--- src/rtl/paddle_ctrl_pkg.sv ---
// Shared Pong definitions: keypad key codes, paddle FSM state encoding and
// the bit layout of the scanner keycode word.
package paddle_ctrl_pkg;

    localparam logic [3:0] KEY_0    = 4'd0;
    localparam logic [3:0] KEY_1    = 4'd1;
    localparam logic [3:0] KEY_2    = 4'd2;
    localparam logic [3:0] KEY_3    = 4'd3;
    localparam logic [3:0] KEY_4    = 4'd4;
    localparam logic [3:0] KEY_5    = 4'd5;
    localparam logic [3:0] KEY_6    = 4'd6;
    localparam logic [3:0] KEY_7    = 4'd7;
    localparam logic [3:0] KEY_8    = 4'd8;
    localparam logic [3:0] KEY_9    = 4'd9;
    localparam logic [3:0] KEY_A    = 4'd10;
    localparam logic [3:0] KEY_B    = 4'd11;
    localparam logic [3:0] KEY_C    = 4'd12;
    localparam logic [3:0] KEY_D    = 4'd13;
    localparam logic [3:0] KEY_STAR = 4'd14;
    localparam logic [3:0] KEY_HASH = 4'd15;

    // Keycode word: {key[3:0], activity}
    localparam int KC_W       = 5;
    localparam int KC_KEY_MSB = 4;
    localparam int KC_KEY_LSB = 1;
    localparam int KC_ACT_BIT = 0;

    typedef enum logic [1:0] {
        S_IDLE = 2'd0,
        S_UP   = 2'd1,
        S_DN   = 2'd2
    } state_t;

endpackage

--- src/rtl/paddle_ctrl_hold_timer.sv ---
// Saturating idle counter: cleared by i_clr, counts to MAX and holds there;
// o_expired flags the saturated value.
module paddle_ctrl_hold_timer #(
    parameter int MAX = 2048
) (
    input  logic clk,
    input  logic rst,
    input  logic i_clr,
    output logic o_expired
);

    localparam int CW = $clog2(MAX + 1);
    localparam logic [CW-1:0] C_MAX = CW'(MAX);

    logic [CW-1:0] r_cnt;

    always_ff @(posedge clk or posedge rst) begin
        if (rst) begin
            r_cnt <= '0;
        end else if (i_clr) begin
            r_cnt <= '0;
        end else if (r_cnt != C_MAX) begin
            r_cnt <= r_cnt + CW'(1);
        end
    end

    assign o_expired = (r_cnt == C_MAX);

endmodule

--- src/rtl/paddle_ctrl.sv ---
// Paddle position controller: turns the sticky keypad keycode word into a
// saturating paddle position, moving while an UP/DN key is held.
module paddle_ctrl
    import paddle_ctrl_pkg::*;
#(
    parameter int         POS_W    = 10,
    parameter int         POS_MAX  = 400,
    parameter int         POS_RST  = 200,
    parameter int         STEP     = 4,
    parameter int         MOVE_DIV = 65536,
    parameter int         HOLD_TO  = 2048,
    parameter logic [3:0] UP_KEY   = KEY_2,
    parameter logic [3:0] DN_KEY   = KEY_8
) (
    input  logic              clk,
    input  logic              rst,
    input  logic [KC_W-1:0]   keycode,
    output logic [POS_W-1:0]  paddle_pos,
    output logic              moving_up,
    output logic              moving_dn,
    output logic              move_pulse
);

    localparam int DIV_W = $clog2(MOVE_DIV);
    localparam int EXT_W = POS_W + 1;
    localparam logic [EXT_W-1:0] W_MAX  = EXT_W'(POS_MAX);
    localparam logic [EXT_W-1:0] W_STEP = EXT_W'(STEP);
    localparam logic [DIV_W-1:0] DIV_LAST = DIV_W'(MOVE_DIV - 1);

    logic [KC_W-1:0]  r_kc_q;
    logic             r_primed;
    state_t           r_state;
    state_t           w_state_nxt;
    logic [DIV_W-1:0] r_div;
    logic [POS_W-1:0] r_pos;
    logic             r_pulse;

    logic             w_evt;
    logic             w_expired;
    logic             w_entry;
    logic             w_tick;
    logic [3:0]       w_key;
    logic [EXT_W-1:0] w_pos_ext;
    logic [EXT_W-1:0] w_pos_up;
    logic [EXT_W-1:0] w_pos_nxt;

    // The word only changes while a key is held; the first sample after
    // reset just primes the comparison register.
    assign w_evt = r_primed && (keycode != r_kc_q);
    assign w_key = keycode[KC_KEY_MSB:KC_KEY_LSB];

    always_ff @(posedge clk or posedge rst) begin
        if (rst) begin
            r_kc_q   <= '0;
            r_primed <= 1'b0;
        end else begin
            r_kc_q   <= keycode;
            r_primed <= 1'b1;
        end
    end

    paddle_ctrl_hold_timer #(
        .MAX(HOLD_TO)
    ) u_hold_timer (
        .clk       (clk),
        .rst       (rst),
        .i_clr     (w_evt),
        .o_expired (w_expired)
    );

    always_ff @(posedge clk or posedge rst) begin
        if (rst) begin
            r_state <= S_IDLE;
        end else begin
            r_state <= w_state_nxt;
        end
    end

    // A key event always wins over a same-cycle release timeout.
    always_comb begin
        w_state_nxt = r_state;
        unique case (r_state)
            S_IDLE: begin
                if (w_evt && (w_key == UP_KEY)) begin
                    w_state_nxt = S_UP;
                end else if (w_evt && (w_key == DN_KEY)) begin
                    w_state_nxt = S_DN;
                end
            end
            S_UP, S_DN: begin
                if (w_evt) begin
                    if (w_key == UP_KEY) begin
                        w_state_nxt = S_UP;
                    end else if (w_key == DN_KEY) begin
                        w_state_nxt = S_DN;
                    end else begin
                        w_state_nxt = S_IDLE;
                    end
                end else if (w_expired) begin
                    w_state_nxt = S_IDLE;
                end
            end
            default: w_state_nxt = S_IDLE;
        endcase
    end

    assign w_entry = (w_state_nxt != S_IDLE) && (w_state_nxt != r_state);

    // Divider phase 0 is the tick, so the first step lands right after entry.
    always_ff @(posedge clk or posedge rst) begin
        if (rst) begin
            r_div <= '0;
        end else if (w_entry || (r_state == S_IDLE)) begin
            r_div <= '0;
        end else if (r_div == DIV_LAST) begin
            r_div <= '0;
        end else begin
            r_div <= r_div + DIV_W'(1);
        end
    end

    assign w_tick    = (r_state != S_IDLE) && (r_div == '0);
    assign w_pos_ext = {1'b0, r_pos};
    assign w_pos_up  = w_pos_ext + W_STEP;

    always_comb begin
        w_pos_nxt = w_pos_ext;
        if (w_tick) begin
            if (r_state == S_UP) begin
                w_pos_nxt = (w_pos_up > W_MAX) ? W_MAX : w_pos_up;
            end else begin
                w_pos_nxt = (w_pos_ext < W_STEP) ? '0 : (w_pos_ext - W_STEP);
            end
        end
    end

    always_ff @(posedge clk or posedge rst) begin
        if (rst) begin
            r_pos   <= POS_W'(POS_RST);
            r_pulse <= 1'b0;
        end else begin
            r_pos   <= w_pos_nxt[POS_W-1:0];
            r_pulse <= (w_pos_nxt != w_pos_ext);
        end
    end

    assign paddle_pos = r_pos;
    assign move_pulse = r_pulse;
    assign moving_up  = (r_state == S_UP);
    assign moving_dn  = (r_state == S_DN);

endmodule

--- config.mk ---
export PLATFORM = sky130hd
export DESIGN_NAME = paddle_ctrl
export DESIGN_NICKNAME = d
export VERILOG_FILES = /design/src/rtl/paddle_ctrl_pkg.sv /design/src/rtl/paddle_ctrl_hold_timer.sv /design/src/rtl/paddle_ctrl.sv
export SDC_FILE = /design/constraint.sdc
export NUM_CORES = 1
export LEC_CHECK = 0
export CORE_MARGIN = 2
export CORE_UTILIZATION = 50
export CTS_CLUSTER_DIAMETER = 150
export DETAILED_ROUTE_END_ITERATION = 10
export HOLD_SLACK_MARGIN = 0.05
export PLACE_DENSITY = 0.72
export RECOVER_POWER = 100
export SYNTH_ARGS = -nofsm -noshare
export SYNTH_HDL_FRONTEND = slang
export SYNTH_SLANG_ARGS = --single-unit
--- constraint.sdc ---
create_clock -name clk -period 2.3 [get_ports clk]
set_clock_uncertainty 0.05 [all_clocks]
set_input_delay 0.345 -clock clk [delete_from_list [all_inputs] [get_ports clk]]
set_output_delay 0.345 -clock clk [all_outputs]
set_load 0.005 [all_outputs]
## After elaboration in Yosys (flattened, before gate mapping)

Index checks and enable logic that the tools add are counted.

| operators by class | value |
|---|---|
| add/subtract/negate cells | 4 |
| $lt $le $gt $ge | 2 |
| equality and inequality tests | 10 |
| multiplexer cells | 15 |
| reduce and logical (&&, ||, !) cells | 12 |

Operators by type and width:

| kind | number |
|---|---|
| 2-to-1 mux 11 bit | 4 |
| 2-to-1 mux 16 bit | 2 |
| 2-to-1 mux 12 bit | 2 |
| adder 16 x 1 -> 16 bit, second input constant | 1 |
| == test 16 bit, second input constant | 1 |
| zero test 16 bit | 1 |
| adder 12 x 1 -> 12 bit, second input constant | 1 |
| == test 12 bit, second input constant | 1 |
| 2-to-1 mux 2 bit | 6 |
| != test 12 bit, second input constant | 1 |
| adder 10 x 3 -> 11 bit, second input constant | 1 |
| greater-than comparator 11 x 9 -> 1 bit, second input constant | 1 |
| != test 11 x 10 -> 1 bit | 1 |
| subtractor 10 x 3 -> 11 bit, second input constant | 1 |
| less-than comparator 10 x 3 -> 1 bit, second input constant | 1 |
| nonzero test 2 bit | 3 |
| logical AND 1 bit | 5 |
| != test 5 bit | 1 |
| == test 4 x 2 -> 1 bit, second input constant | 1 |
| == test 4 bit, second input constant | 1 |
| case mux 2 bit (2 select lines) | 1 |
| == test 2 x 1 -> 1 bit, second input constant | 1 |
| == test 2 bit, second input constant | 1 |
| zero test 2 bit | 1 |
| other kinds (3) | 3 |

| word-level totals | value |
|---|---|
| flip-flop bits (word level) | 47 |
| input bits | 7 |
| output and inout port bits | 13 |
| word-level logic and storage cells | 50 |

## Logic depth before layout (Yosys ltp)

Gate-level depths: netlist of the first run.

| depth | value |
|---|---|
| word-level depth | 10 |
| mapped depth | 11 |
| mapped depth without buffers | 8 |

## Hierarchy

Synthesis of the first run repeated with hierarchy kept, for this count alone.

| second synthesis, totals | value |
|---|---|
| cells, all modules | 327 |
| area, all modules | 2,946.6 µm² |

By module, submodules not included:

| module | instances | cells each | area an instance (µm²) | sequential area each (µm²) |
|---|---|---|---|---|
| paddle_ctrl | 1 | 254 | 2,260.9 | 879.6 |
| paddle_ctrl_hold_timer | 1 | 73 | 685.7 | 300.3 |

## Worst setup path after synthesis of the first run

OpenSTA, ideal clock, no wires.

| timing path | value |
|---|---|
| path kind | reg2reg |
| start point | register r_pos[3], in the netlist paddle_pos[3] |
| end point | register r_pulse, in the netlist move_pulse |
| setup time | 0.134 ns |
| arrival | 2.384 ns |
| data required time | 2.116 ns |
| setup slack | -0.267 ns |
| cell stages (with the launch flop) | 9 |
| path buffers | 0 |
| period minus slack after synthesis | 2.567 ns |
| path through | dfstp_2 ha_1 or4b_2 nor4b_2 o31ai_1 a311oi_4 a2111oi_0 nor2_1 nand4_1 |

| between the ends | value |
|---|---|
| cells in the longest elaborated chain, start to end | 6 |
| elaborated cells on any way between the ends | 9 |
| those cells by class | add/sub: 2; order compare: 2; eq/ne: 1; mux: 4 |

RTL lines:

| what | line | RTL |
|---|---|---|
| from (decl) | paddle_ctrl.sv:35 | `logic [POS_W-1:0] r_pos;` |
| from (signal assigned) | paddle_ctrl.sv:139 | `r_pos <= POS_W'(POS_RST);` |
| from (signal assigned) | paddle_ctrl.sv:142 | `r_pos <= w_pos_nxt[POS_W-1:0];` |
| adder 10 x 3 -> 11 bit | paddle_ctrl.sv:124 | `assign w_pos_up = w_pos_ext + W_STEP;` |
| greater-than comparator 11 x 9 -> 1 bit | paddle_ctrl.sv:130 | `w_pos_nxt = (w_pos_up > W_MAX) ? W_MAX : w_pos_up;` |
| 2-to-1 mux 11 bit | paddle_ctrl.sv:130 |  |
| 2-to-1 mux 11 bit | paddle_ctrl.sv:129 | `if (r_state == S_UP) begin` |
| 2-to-1 mux 11 bit | paddle_ctrl.sv:128 | `if (w_tick) begin` |
| != test 11 x 10 -> 1 bit * | paddle_ctrl.sv:143 | `r_pulse <= (w_pos_nxt != w_pos_ext);` |
| to (signal assigned) | paddle_ctrl.sv:143 |  |
| to (decl) | paddle_ctrl.sv:36 | `logic r_pulse;` |

Every way passes the cells marked *; elsewhere a longest branch is shown, timed or not.
A chain may end at the register's enable or synchronous reset.

## Worst setup path after layout of the first run

Ends and elaborated chain as after synthesis.

==> results.md, run 1 <==
Layout:
- The number of nets in the final layout is 402.
- Once layout is done, the placed cells without fillers occupy 3847 sq um.
- Fill cells in the final layout number 435.
- From synthesis to final layout, the design area changed by 31.41%.
- Leaving out fill and tap cells, the most frequent cells in the layout are dfrtp_1 (43), buf_4 (41), nor2_1 (32).
- The library cell used most frequently in the layout, excluding fill and tap cells, is dfrtp_1.
- The number of antenna repair diodes is 0.
- In the final layout, the share of cells above drive strength 1 is 0.2545.

Clock tree:
- The number of buffers on the longest clock path is 2.
- The tree built by TritonCTS fans out to 47 sinks.
- The count of H-tree levels built during CTS is 2.
- The clock latency reported for the late side of the worst-skew pair is 0.30 ns.
- The buffer type at the clock tree root is clkbuf_8.
- The clock tree from TritonCTS is built.
- The clock slew seen by the registers of the worst setup and hold paths is 0.09 ns.
- Buffers inserted during clock tree synthesis total 5.

Status:
- The run finished, with violations left.
- The final reports fail on negative setup slack.

Hold path:
- The hold-critical path depth is 1.
- The worst hold path terminates at r_kc_q[0].
- The min-delay analysis places its worst path in the category in -> reg.
- The launch point of the worst hold path is keycode[0].

Setup path:
- The capture point of the worst reg-to-reg path is move_pulse.
- The category of the most critical setup path is reg -> reg.
- The reg-to-reg setup timing slack is -0.19 ns.
- The origin of the worst setup path is paddle_pos[3].
- The worst-path maximum fanout is 4.
- The startpoint of the worst register-to-register path is paddle_pos[3].
- Traced cell by cell, the critical path runs through ha_1, or4b_4, a211oi_2, o31ai_2, a311oi_4, buf_4, a2111oi_2, nor2_1, nand4_1.
- The sort of element at the end of the critical path is a flop.
- The slowest stage cell on the critical path is dfstp_2.
- For the worst setup path, the data required time is 2.42 ns.
- The worst stage delay on the critical path is 0.57 ns.
- Counting cells, the worst reg-to-reg path comes to 9.
- STA classifies the critical path startpoint as a flop.
- The data arrival time at the worst-slack endpoint is 2.61 ns.

Place:
- The pre-CTS setup slack is -0.5123 ns.
- The number of buffer cells added on primary ports is 19.
- The total placed instance area is 3506 sq um.
- After legalization and detailed placement, the total HPWL measured 4722 um.
- The congestion estimate from routability-driven global placement came to 0.8696.

Route:
- The first-pass iteration count of the detailed router is 5.
- Summing over every cut layer, the via total after detailed routing is 2691.
- The routed length per placed instance is 16.03 um.
- In this run the remaining antenna-violating nets after routing total 0.
- In the routed layout, each cell is associated on average with a via count of 5.888.
- The final wirelength is 7326 um.
- The iteration-0 DRC count of the detailed router is 222.
- The number of remaining DRC errors is 0.

Die:
- The die area is 6483 sq um.
- 20 I/O pins were placed.
- The area of the core region is 5574 sq um.
- The number of rows created at floorplan is 27.
- The starting utilization of the core area is 0.5253.
- In this run the horizontal extent of the chip is 80.52 um.
- The vertical extent of the die is 80.52 um.

Synthesis:
- The sequential area share after synthesis is 0.4030.
- The netlist uses 55 different library cells.
- The synthesized area divided by synthesized cell count is 9.036 sq um.
- The flip-flop cell with the highest count after synthesis is dfrtp_1.
- In this run, synthesis produced a sequential element count of 47.
- The netlist area before placement is 2928 sq um.
- The Yosys warning count is 0.
- The number of enable flip-flop cells after synthesis is 0.
- The synthesized netlist net count is 342.
- The share of flip-flops with an asynchronous set or reset is 1.000.
- The number of instances in the synthesized netlist is 324.

Timing:
- Setup violations remaining at the end of the flow were counted as 24.
- Dividing the final minimum period by the clock period gives 1.084.
- The peak clock frequency supported by timing is 401.0 MHz.
- The final critical-path required period is 2.493 ns.
- Setup repair after global routing could not meet its margin everywhere.
- Across all setup checks in the final design, the least slack found is -0.1935 ns.
- The hold violation total from the final report came to 0.
- The slew at the pin closest to its max-slew limit is 0.8293 ns.
- After routing, the total negative slack on setup checks comes to -2.777 ns.
- The total count of max-transition violations in the final report is 0.
- The worst pin sits at a relative slew slack of 0.4465.

Global routing:
- Entering global routing, the biggest net connects 24 pins.
- The initial antenna violation count came to 0.
- The via count of the first global-routing pass came to 2547.
- The overall overflow remaining after global route is 0.
- The wire length of the first global-routing pass is 12260 um.
- For this run, the total global-route usage over all layers was measured as 0.2408.

Power and ir drop:
- The worst ir drop on vdd is 0.5463 mV.
- The total power divided by cell area is 891.1 nW/um^2.
- The total leakage power is 1.648 nW.

Flow run:
- The total of max-cap violations is 0.
## power by group
| part | leakage [nW] | switching, mW | internal [mW] |
|---|---|---|---|
| sequential | 0.619 | 0.148 | 0.938 |
| clock | 0.0524 | 0.278 | 0.326 |
| combinational | 0.977 | 0.926 | 0.813 |
## Yosys cell counts, drive strengths merged (2+ instances only)
master | number | area (sq um)
o21ai | 7 | 35.03
ha | 11 | 137.6
nor2 | 42 | 157.7
nand3 | 24 | 120.1
xor2 | 22 | 192.7
nor4b | 4 | 47.55
xnor2 | 9 | 78.83
a311oi | 2 | 41.29
buf | 6 | 42.54
or3 | 2 | 12.51
nor4 | 7 | 43.79
inv | 19 | 71.32
nand2b | 3 | 18.77
and3 | 9 | 56.30
dfrtp | 44 | 1101
a31oi | 5 | 31.28
a21boi | 2 | 15.01
and4 | 2 | 17.52
clkbuf | 11 | 41.29
nand2 | 16 | 60.06
a21oi | 10 | 50.05
nor2b | 3 | 26.27
a2111oi | 4 | 36.29
or2 | 3 | 18.77
o41ai | 2 | 17.52
nor3 | 19 | 116.4
o31ai | 4 | 30.03
dfstp | 3 | 78.83
a211oi | 4 | 30.03
or4 | 2 | 15.01
nand4 | 6 | 37.54
## stage by stage
step | power [mW] | std cells | util | hold WS [ns]
final | 3.429 | 457 | 0.6902 | 0.2769
after global routing | 3.665 | 457 | 0.6902 | 0.2691
after CTS | 3.419 | 460 | 0.6891 | 0.2756
after detailed placement | 2.659 | 442 | 0.6290 | 0.4915
after global placement | 2.618 | 442 | 0.6290 | 0.4913
after floorplan | 2.033 | 324 | - | 0.3264
## layer usage
layer  share of wire  GRT usage  vias to the layer above  wire length [um]
li1                -          -                     1265                 -
met1            0.45     0.3214                     1329              3290
met2            0.49     0.4125                       78              3607
met3           0.040    0.03034                       19               293
met4           0.018    0.06271                        0               134
met5               0          0                        -                 0
## state kept, by name (all words and copies together), names as in the netlist
register / count
move_pulse: 1
paddle_pos: 10
r_div: 16
r_kc_q: 5
r_primed: 1
r_state: 2
u_hold_timer.r_cnt: 12
## kinds of logic (layout without fill, tap and decap cells)
| group | Yosys count | in the layout | synth area share |
|---|---|---|---|
| AOI/OAI and AO/OA | 50 | 50 | 0.1295 |
| adders and majority gates | 11 | 11 | 0.04701 |
| muxes | 1 | 1 | 0.003846 |
| buffers and inverters | 36 | 97 | 0.05299 |
| DFF | 47 | 47 | 0.4030 |
| and+or+nand+nor | 147 | 147 | 0.2697 |
| xor gates and xnor gates | 31 | 31 | 0.09273 |
| other | 1 | 1 | 0.001281 |
## worst max-delay path, delay by kind of cell (launching register included)
kind                       cells  cell delay (ns)
AOI/OAI and AO/OA              4             0.72
DFF                            1             0.57
adders and majority gates      1             0.14
and+or+nand+nor                3             0.70
buffers and inverters          1             0.18
## worst max path at each step
stage,endpoint,slack [ns],cells past startpoint
2_1_floorplan,move_pulse,-0.01,8
3_3_place_gp,r_div[10],-0.33,8
3_5_place_dp,r_div[0],-0.51,9
4_1_cts,move_pulse,-0.21,9
5_1_grt,move_pulse,-0.36,9
6_report,move_pulse,-0.19,9
## final cells by class
cell class              instances  area [sq um]  share of cell area
repair buffers                 70         585.6              0.1522
clock buffers                   7         76.32             0.01984
clock inverters                 1         30.03            0.007805
inverters                      19         71.32             0.01854
well taps                      72         90.09             0.02341
multi-input cells             241          1813              0.4712
flip-flops and latches         47          1181              0.3070
## what timing repair did
item                       CTS  global route
setup buffers                9             1
hold buffers                 0             0
gates resized for setup     39            13
pin swaps                   24            12
cloned                       1             0
setup endpoints to repair   25            26
No activity file was read; power rests on OpenSTA's default activity.
==> inputs of run 2 (changes only) <==
Settings changed: ABC_AREA from default to 0, CORE_MARGIN 2 to 3, GPL_TIMING_DRIVEN from default to 1.
==> run 2 against run 1 <==
  * The flow still finishes with violations (negative setup slack)
  * Register-to-register slack hardly changed
  * Total power increased by 0.56%
  * First-iteration DRC count fell by 26%
  * Die area increased by 5.0%
  * Clock-buffer cell count down 1
  * Highest routed layer unchanged
==> results.md, run 2 (same netlist as run 1, synthesis figures left out) <==
Status:
- The run finished, with violations left.
- The checks that failed: negative setup slack.

Setup path:
- The worst endpoint required time is 2.43 ns (about the same).
- The length in cells of the worst reg-to-reg path is 9 (unchanged).
- The startpoint of the worst register-to-register path is paddle_pos[3].
- The data arrival time at the worst-slack endpoint is 2.63 ns (+0.02 ns).
- The worst stage delay on the critical path is 0.58 ns (about the same).
- Traced cell by cell, the critical path runs through dlygate4sd3_1, xor2_1, nor4_4, a2111o_1, a2111oi_4, buf_4, or2_4, nor4b_4.
- The category of the most critical setup path is in -> reg.
- The slowest stage cell on the critical path is dlygate4sd3_1.
- In this run the critical register-to-register path is captured at paddle_pos[3].
- The origin of the worst setup path is keycode[3].
- The startpoint type of the worst setup path is an input port.
- The reg-to-reg setup timing slack is -0.20 ns (about the same).
- The worst-path maximum fanout is 8 (+4).
- The worst setup path is captured at a flop.

Place:
- The routability congestion estimate from global placement is 0.8422 (-3.2%).
- The half-perimeter wire length after placement is 4647 um (-1.6%).
- The number of buffer cells added on primary ports is 19 (unchanged).
- The total placed instance area is 3503 sq um (about the same).
- The pre-CTS setup slack is -0.4146 ns (+0.09774 ns).
- The number of cells in the design after placement is 440 (-0.45%).

Power and ir drop:
- The worst ir drop on vdd is 0.6561 mV (+20%).
- The total power divided by cell area is 883.5 nW/um^2 (-0.86%).
- The total leakage power came to 1.642 nW (-0.37%).
- The total power came to 3.448 mW (+0.56%).

Hold path:
- The worst hold path terminates at u_hold_timer.r_cnt[11].
- The hold-critical path depth is 2 (+1).
- The min-delay analysis places its worst path in the category reg -> reg.
- The launch point of the worst hold path is u_hold_timer.r_cnt[11].

Route:
- The final wirelength is 6911 um (-5.7%).
- The routed length per placed instance was 15.26 um (-4.8%).
- The iteration-0 DRC count of the detailed router came to 165 (-26%).
- The detailed-route via count came to 2604 (-3.2%).
- The detail-routed via count per cell is 5.748 (-2.4%).
- The first-pass iteration count of the detailed router is 4 (-1).
- The number of remaining DRC errors is 0 (unchanged).
- The remaining antenna violation count after routing is 0 (unchanged).

Clock tree:
- The number of buffers on the longest clock path is 2 (unchanged).
- The count of H-tree levels built during CTS is 2 (unchanged).
- The number of CTS-inserted buffers is 5 (unchanged).
- The clock tree from TritonCTS is built.
- The clock slew seen by the registers of the worst setup and hold paths is 0.09 ns (about the same).
- The buffer type at the clock tree root is clkbuf_8.
- The number of clock sinks is 47 (unchanged).
- The clock latency reported for the late side of the worst-skew pair is 0.31 ns (about the same).

Global routing:
- The via count of the first global-routing pass was 2386 (-6.3%).
- The met2 demand-to-capacity share in global routing came to 0.3582 (-0.05433).
- The initial antenna violation count is 0 (unchanged).
- The pin count of the biggest net entering global routing is 28 (+17%).
- The met3 layer usage reported by global route is 0.03362 (+0.003285).
- The highest-utilization routing layer at the global route stage is met2.
- The wire length of the first global-routing pass was 11100 um (-9.5%).
- The global routing met1 resource utilization is 0.2759 (-0.04557).
- The overall overflow remaining after global route was 0 (unchanged).
- The total global-route track usage is 0.2119 (-0.02895).

Timing:
- The slew at the pin closest to its max-slew limit is 0.7589 ns (-0.07043 ns).
- The peak clock frequency supported by timing is 400.0 MHz (-0.27%).
- The final-layout worst hold slack is 0.5228 ns (+0.2460 ns).
- The final critical-path required period is 2.500 ns (+0.006827 ns).
- Setup repair after global routing could not meet its margin everywhere.
- The headroom to the max-slew limit came to 0.4935 (+0.04701).
- The final cycle utilization of the critical path is 1.087 (+0.002968).
- The hold violation total from the final report is 0 (unchanged).
- The worst path setup slack after routing is -0.2003 ns (-0.006827 ns).
- The count of endpoints failing setup in the final report is 24 (unchanged).
- The total count of max-transition violations in the final report was 0 (unchanged).
- The total negative setup slack is -3.811 ns (-1.034 ns).

Die:
- The die area is 6810 sq um (+5.0%).
- The starting utilization of the core area was 0.5253 (unchanged).
- The number of rows created at floorplan is 27 (unchanged).
- The area of the core region was 5574 sq um (unchanged).
- The number of primary I/O pins is 20 (unchanged).
- The overall die width is 82.52 um (+2.5%).
- The vertical extent of the die is 82.52 um (+2.5%).

Layout:
- The number of antenna repair diodes is 0 (unchanged).
- Relative to the synthesized area, the layout overhead comes to 33.29%.
- The flip-flop count of the largest register after layout was 16 (unchanged).
- The number of nets in the final layout came to 398 (-1.0%).
- The final core area utilization is 0.7001 (+0.009876).
- The final standard cell area without fillers is 3902 sq um (+1.4%).
- The most common cell after layout, fill and taps aside is dfrtp_1.
- The library cells used most frequently in the layout, excluding fill and tap cells, are dfrtp_1 (44), buf_4 (42), nor2_1 (32).
- The ratio of cells with drive above 1 in the final layout came to 0.2782 (+0.02367).
- The number of standard cells in the layout, taps in and fillers out came to 453 (-0.88%).
- More flip-flops sit in one register than any other, and that register is r_div.

Flow run:
- The total of max-cap violations came to 0 (unchanged).
run 2: layout make-up:
type / count / area (sq um)
Multi-Input combinational cell: 241 / 1901
Fill cell: 431 / 1672
Sequential cell: 47 / 1180
Timing Repair Buffer: 66 / 571.8
Tap cell: 72 / 90.09
Clock buffer: 6 / 72.57
Inverter: 19 / 71.32
Clock inverter: 2 / 16.27
run 2: how the worst max path moves through the flow:
| stage | to | slack, ns | cells after the start |
|---|---|---|---|
| 5_1_grt | move_pulse | -0.31 | 9 |
| 2_1_floorplan | move_pulse | -0.01 | 8 |
| 3_5_place_dp | r_div[4] | -0.41 | 10 |
| 4_1_cts | move_pulse | -0.18 | 9 |
| 6_report | r_div[0] | -0.20 | 8 |
| 3_3_place_gp | r_div[0] | -0.30 | 9 |
run 2: worst max-delay path, delay by kind of cell:
family	cells	cell delay [ns]
AO/OA/AOI/OAI	2	0.83
buffers and inverters	2	0.76
AND/OR/NAND/NOR	3	0.42
XOR/XNOR	1	0.28
run 2: report_power, final:
group,internal (mW),leakage (nW),switching (mW)
Sequential,0.937,0.620,0.160
Clock,0.219,0.0418,0.291
Combinational,0.852,0.980,0.989
run 2: repair_timing:
item / 4_1_cts / 5_1_grt
setup endpoints to repair: 25 / 25
pin swaps: 6 / 22
gates cloned: 0 / 1
hold buffers: 0 / 0
gates resized for setup: 14 / 42
buffers inserted: 1 / 3
run 2: routing by layer:
layer  wire length (um)  share of wire  vias to the layer above
li1                   -              -                     1262
met1               3141           0.45                     1261
met2               3426           0.50                       70
met3                246          0.036                       11
met4                 96          0.014                        0
met5                  0              0                        -
==> edit 1 (flow settings as in run 2) <==
Reset style: synchronous (`rst`), changed in 5 clocked blocks.
--- a/src/rtl/paddle_ctrl_hold_timer.sv
+++ b/src/rtl/paddle_ctrl_hold_timer.sv
@@ -14,7 +14,7 @@
 
     logic [CW-1:0] r_cnt;
 
-    always_ff @(posedge clk or posedge rst) begin
+    always_ff @(posedge clk) begin
         if (rst) begin
             r_cnt <= '0;
         end else if (i_clr) begin
--- a/src/rtl/paddle_ctrl.sv
+++ b/src/rtl/paddle_ctrl.sv
@@ -49,7 +49,7 @@
     assign w_evt = r_primed && (keycode != r_kc_q);
     assign w_key = keycode[KC_KEY_MSB:KC_KEY_LSB];
 
-    always_ff @(posedge clk or posedge rst) begin
+    always_ff @(posedge clk) begin
         if (rst) begin
             r_kc_q   <= '0;
             r_primed <= 1'b0;
@@ -68,7 +68,7 @@
         .o_expired (w_expired)
     );
 
-    always_ff @(posedge clk or posedge rst) begin
+    always_ff @(posedge clk) begin
         if (rst) begin
             r_state <= S_IDLE;
         end else begin
@@ -107,7 +107,7 @@
     assign w_entry = (w_state_nxt != S_IDLE) && (w_state_nxt != r_state);
 
     // Divider phase 0 is the tick, so the first step lands right after entry.
-    always_ff @(posedge clk or posedge rst) begin
+    always_ff @(posedge clk) begin
         if (rst) begin
             r_div <= '0;
         end else if (w_entry || (r_state == S_IDLE)) begin
@@ -134,7 +134,7 @@
         end
     end
 
-    always_ff @(posedge clk or posedge rst) begin
+    always_ff @(posedge clk) begin
         if (rst) begin
             r_pos   <= POS_W'(POS_RST);
             r_pulse <= 1'b0;
Function: differs if rst is asserted again (counterexample within 4 cycles, from zero or initial values and one cycle with rst high); with rst held inactive, the same outputs for 10 cycles.
==> edit 1 against run 2 <==
The flow still finishes with violations (setup timing). Fmax rose by 6.7%. Worst setup slack improved by 0.16 ns. Sequential cell count unchanged. Count of clock-buffer cells in the layout is the same. Core utilization grew 0.27 points. Wire length is 0.97% higher. Area after synthesis down 5.3%. First-iteration DRC count down 22%. Cell count grew 6.6%. Final area fell by 5.7%. Critical endpoint is now r_div[0]. Highest routed layer unchanged.
Power is not compared: it rests on default switching activity, and its combinational part moved more than twofold at a synthesized area within 25%.
==> edit 1: results (changes against run 2) <==
clock slew at reported path FFs=0.09 ns (about the same); via count=2710 (was 2604); classification of the worst-slack hold path=in -> reg (was reg -> reg); end of the worst register-to-register path=r_div[0] (was paddle_pos[3]); number of buffer cells added on primary ports=19 (unchanged); number of antenna repair diodes=0 (unchanged); detailed-placement wirelength estimate=4.898 mm (was 4.647 mm); cell with the largest stage delay on the worst path=or4_4 (was dlygate4sd3_1); yosys warns=0 (unchanged); Async SR Flop Fraction=0% (was 100.0%); first-pass GRT wire length=11.70 mm (was 11.10 mm); fraction of layout instances using a drive strength above 1=25.91% (was 27.82%); Leakage Power=between 1 and 1.5 nW; largest cells by area after synthesis=dfxtp_1 34%, xnor2_1 6.6%, nor2_1 6.1% (was dfrtp_1 38%, xor2_1 6.6%, nor2_1 5.4%); slew of the pin with the lowest slew margin=0.4563 ns (was 0.7589 ns); Setup-failing EPs final=18 (was 24); Critical Path End Type=register (unchanged); largest delay contributor family on the critical path=compound AO/OA/AOI/OAI gates (unchanged); result of the run=complete, but fails checks (unchanged); Max VDD drop=about 0.00038 V; Cell Area, Placed=0.003364 mm² (was 0.003503 mm²); most common flop cell mapped by yosys=dfxtp_1 (was dfrtp_1); CP peak stage delay=0.50 ns (was 0.58 ns); Worst Slack Setup Final=-0.04438 ns (was -0.2003 ns); most instantiated cells after synthesis=47 x dfxtp_1, 45 x nor2_1, 42 x nand2_1 (was 44 x dfrtp_1, 42 x nor2_1, 24 x nand3_1); final hold vios=0 (unchanged); Placed Instances=471 (was 440); TritonCTS buffer count=5 (unchanged); antenna violations before repair=0 (unchanged); number of distinct library cell variants in the gate-level netlist after synthesis=61 (was 55); first element of the critical path=r_kc_q[3] (was keycode[3]); starting DRC count in detailed routing=128 (was 165); CTS HTree Levels=2 (unchanged); average footprint of a synthesized cell=7.945 µm² (was 9.036 µm²); Placer Congestion=0.8476 (was 0.8422); worst-path maximum fanout=7 (was 8); worst slack at placement=-0.5581 ns (was -0.4146 ns); arrival time of the worst setup path=2.49 ns (was 2.63 ns); fill count=425 (was 431); Total GRT Usage=22.67% (was 21.19%); clock root buffer=clkbuf_8 (unchanged); Post-Syn Nets=367 (was 342); final routed wirelength across all metal layers=6.978 mm (was 6.911 mm); most flop-heavy register=r_div (unchanged); maximum buffer depth of the clock tree=2 (unchanged); number of global-route vias before repair=2590 (was 2386); max reg flops=16 (unchanged); post-detailed-route wirelength per cell=14.45 µm (was 15.26 µm); depth of the most critical reg-to-reg path=8 (was 9); fin nets=430 (was 398); pin count of the biggest net entering global routing=16 (was 28); sequential-to-total area share from yosys stat=33.94% (was 40.30%); number of iterations in the first detailed-routing pass=4 (unchanged); Clock Latency Late Sink=0.30 ns; failing checks=setup timing (unchanged)
[edit 1: cell count changes after synthesis, moves of 4 or more]
cell / delta
a21oi_1: +6
and2_1: +4
dfrtp_1: -44
dfxtp_1: +47
nand2_1: +26
nand3_1: -8
nor2b_1: +4
nor3_1: -10
xnor2_1: +12
xor2_1: -12
[edit 1: kinds of logic after synthesis]
logic type / Yosys count / share of synthesized area [%]
fa+ha+maj: 11 / 4.964
xor+xnor: 31 / 9.792
simple gates: 159 / 28.61
compound gates: 67 / 17.42
buf+inv: 33 / 4.873
flops: 47 / 33.93
mux: 1 / 0.4061
[edit 1: per-layer routing]
metal | vias up | track usage, % | part of all wire [%] | routed length, µm
met5 | - | 0 | 0 | 0
met4 | 0 | 6.588 | 1.8 | 126
met3 | 16 | 4.148 | 3.9 | 273
met2 | 64 | 38.16 | 48 | 3338
met1 | 1269 | 29.45 | 46 | 3240
li1 | 1361 | - | - | -
[edit 1: how the worst min path moves through the flow]
stage	from	to	slack, ns	cells past startpoint
floorplan	rst	r_kc_q[0]	0.37	1
global placement	u_hold_timer.r_cnt[10]	u_hold_timer.r_cnt[10]	0.44	2
detailed placement	r_div[0]	r_div[0]	0.45	1
CTS	keycode[0]	r_kc_q[0]	0.40	2
global route	keycode[1]	r_kc_q[1]	0.32	2
finish	keycode[2]	r_kc_q[2]	0.31	2
[edit 1: cell type report]
type | instances | area (µm²) | area share, %
Inverter | 18 | 67.56 | 1.835
Clock inverter | 2 | 16.27 | 0.4419
Multi-Input combinational cell | 269 | 1901 | 51.63
Tap cell | 70 | 87.58 | 2.379
Sequential cell | 47 | 954.7 | 25.93
Clock buffer | 6 | 82.58 | 2.243
Timing Repair Buffer | 71 | 571.8 | 15.53
[edit 1: report_power, final]
group / internal, mW / total, mW / switching [mW]
clock network: 0.246 / 0.539 / 0.293
registers: 0.831 / 0.850 / 0.0184
logic: 0.158 / 0.329 / 0.171
[edit 1: through the flow]
step / hold slack [ns] / TNS [ns]
after detailed placement: 0.4511 / -9.716
after global placement: 0.4353 / -8.959
after global routing: 0.3178 / -1.828
after CTS: 0.3998 / -0.1323
after floorplan: 0.3666 / 0
final: 0.3082 / -0.2929
[edit 1: timing repair]
| item | CTS | global route |
|---|---|---|
| pin swaps | 9 | 12 |
| setup buffers | 1 | 3 |
| setup endpoints to repair | 22 | 25 |
| gates resized for setup | 22 | 35 |
==> edit 2 (settings of run 2) <==
Without the edit above. Change the parameter `HOLD_TO` from 2048 to 8192.
--- a/src/rtl/paddle_ctrl.sv
+++ b/src/rtl/paddle_ctrl.sv
@@ -8,7 +8,7 @@
     parameter int         POS_RST  = 200,
     parameter int         STEP     = 4,
     parameter int         MOVE_DIV = 65536,
-    parameter int         HOLD_TO  = 2048,
+    parameter int         HOLD_TO  = 8192,
     parameter logic [3:0] UP_KEY   = KEY_2,
     parameter logic [3:0] DN_KEY   = KEY_8
 ) (
Check against the original RTL: no difference found for any inputs over 10 cycles, from zero or initial values and one cycle with rst high; that may be too few to reach the edited logic, so the function may still have changed.
==> edit 2 against run 2 <==
The run still ends with setup timing left. Final area decreased by 1.1%. Clock power about the same. Wire length up 4.8%. Power rose by 10%. Worst setup slack worse by 0.010 ns. Count of clock-buffer cells in the layout unchanged. Sequential cell count up 2. Area after synthesis is 3.9% higher. Critical path type is now reg -> reg.
==> edit 2: results (changes against run 2) <==
end of the worst register-to-register path=paddle_pos[5] (was paddle_pos[3]); largest cells by area after synthesis=dfrtp_1 38%, nor2_1 5.4%, xnor2_1 5.2% (was dfrtp_1 38%, xor2_1 6.6%, nor2_1 5.4%); failing checks=setup timing (unchanged); reg2reg setup slack=-0.21 ns; fill count=471 (was 431); fraction of layout instances using a drive strength above 1=19.36% (was 27.82%); sequential-to-total area share from yosys stat=40.42% (was 40.30%); first element of the critical path=paddle_pos[3] (was keycode[3]); classification of the worst-slack hold path=in -> async (was reg -> reg); starting DRC count in detailed routing=200 (was 165); first-pass GRT wire length=12.55 mm (was 11.10 mm); cell with the largest stage delay on the worst path=dfstp_2 (was dlygate4sd3_1); Cell Area, Placed=0.003655 mm² (was 0.003503 mm²); number of global-route vias before repair=2778 (was 2386); Worst Hold Margin=0.3359 ns (was 0.5228 ns); Post-CTS Setup Inserts=0 (was 1); most instantiated cells after synthesis=46 x dfrtp_1, 44 x nor2_1, 25 x nand2_1 (was 44 x dfrtp_1, 42 x nor2_1, 24 x nand3_1); fin nets=425 (was 398); Finished Layout Cells=480 (was 453); number of distinct library cell variants in the gate-level netlist after synthesis=55 (unchanged); number of iterations in the first detailed-routing pass=4 (unchanged); final routed wirelength across all metal layers=7.243 mm (was 6.911 mm); detailed-route vias per instance=5.858 (was 5.748); Total GRT Usage=21.63% (was 21.19%); Max-slew headroom=31.76% (was 49.35%); Post-Syn Nets=365 (was 342); arrival time of the worst setup path=2.70 ns (was 2.63 ns); Max VDD drop=0.0005842 V (was 0.0006561 V); result of the run=complete, but fails checks (unchanged); TNS Setup=-1.206 ns (was -3.811 ns); Leakage Power=1.590 nW (was 1.642 nW); detailed-placement wirelength estimate=5.322 mm (was 4.647 mm); Placer Congestion=0.8845 (was 0.8422); average footprint of a synthesized cell=8.769 µm² (was 9.036 µm²); Setup-failing EPs final=9 (was 24); most flop-heavy register=r_div (unchanged); worst-path maximum fanout=4 (was 8); Worst Slack Setup Final=-0.2107 ns (was -0.2003 ns)
## edit 2: repair_timing
action | CTS | global route
cloned | 0 | 0
pin swaps | 9 | 5
endpoints found under the setup margin | 10 | 19
gates resized for setup | 29 | 6
## edit 2: final cells by class
cell class | count | area [µm²] | share of cell area, %
inverters | 16 | 60.06 | 1.556
clock inverters | 2 | 13.76 | 0.3567
well taps | 72 | 90.09 | 2.335
multi-input cells | 268 | 1847 | 47.86
flip-flops and latches | 49 | 1230 | 31.87
repair buffers | 67 | 545.5 | 14.14
clock buffers | 6 | 72.57 | 1.881
## edit 2: power breakdown
group          switching [mW]  internal, mW  leakage [nW]
clock                   0.291         0.217        0.0456
sequential              0.121         0.980         0.647
combinational            1.18          1.01         0.898
## edit 2: worst max path at each step
stage	endpoint	slack, ns	cells after the start
4_1_cts	move_pulse	-0.13	10
6_report	paddle_pos[5]	-0.21	9
2_1_floorplan	move_pulse	-0.10	8
3_3_place_gp	move_pulse	-0.14	9
5_1_grt	paddle_pos[5]	-0.29	9
3_5_place_dp	move_pulse	-0.24	8
## edit 2: logic make-up after synthesis
group | count (synthesis) | synth area share, %
adders and majority gates | 11 | 4.523
xor gates and xnor gates | 30 | 8.635
muxes | 2 | 0.6990
other | 1 | 0.1232
AOI/OAI and AO/OA | 77 | 17.19
buffers and inverters | 30 | 3.906
DFF | 49 | 40.42
and+or+nand+nor | 147 | 24.51
## edit 2: metal layers
metal	up-vias	part of all wire, %	GRT usage, %
met4	0	1.7	6.871
met1	1351	45	29.07
met5	-	0	0
met3	11	5.6	4.047
met2	85	48	35.29
li1	1365	-	-
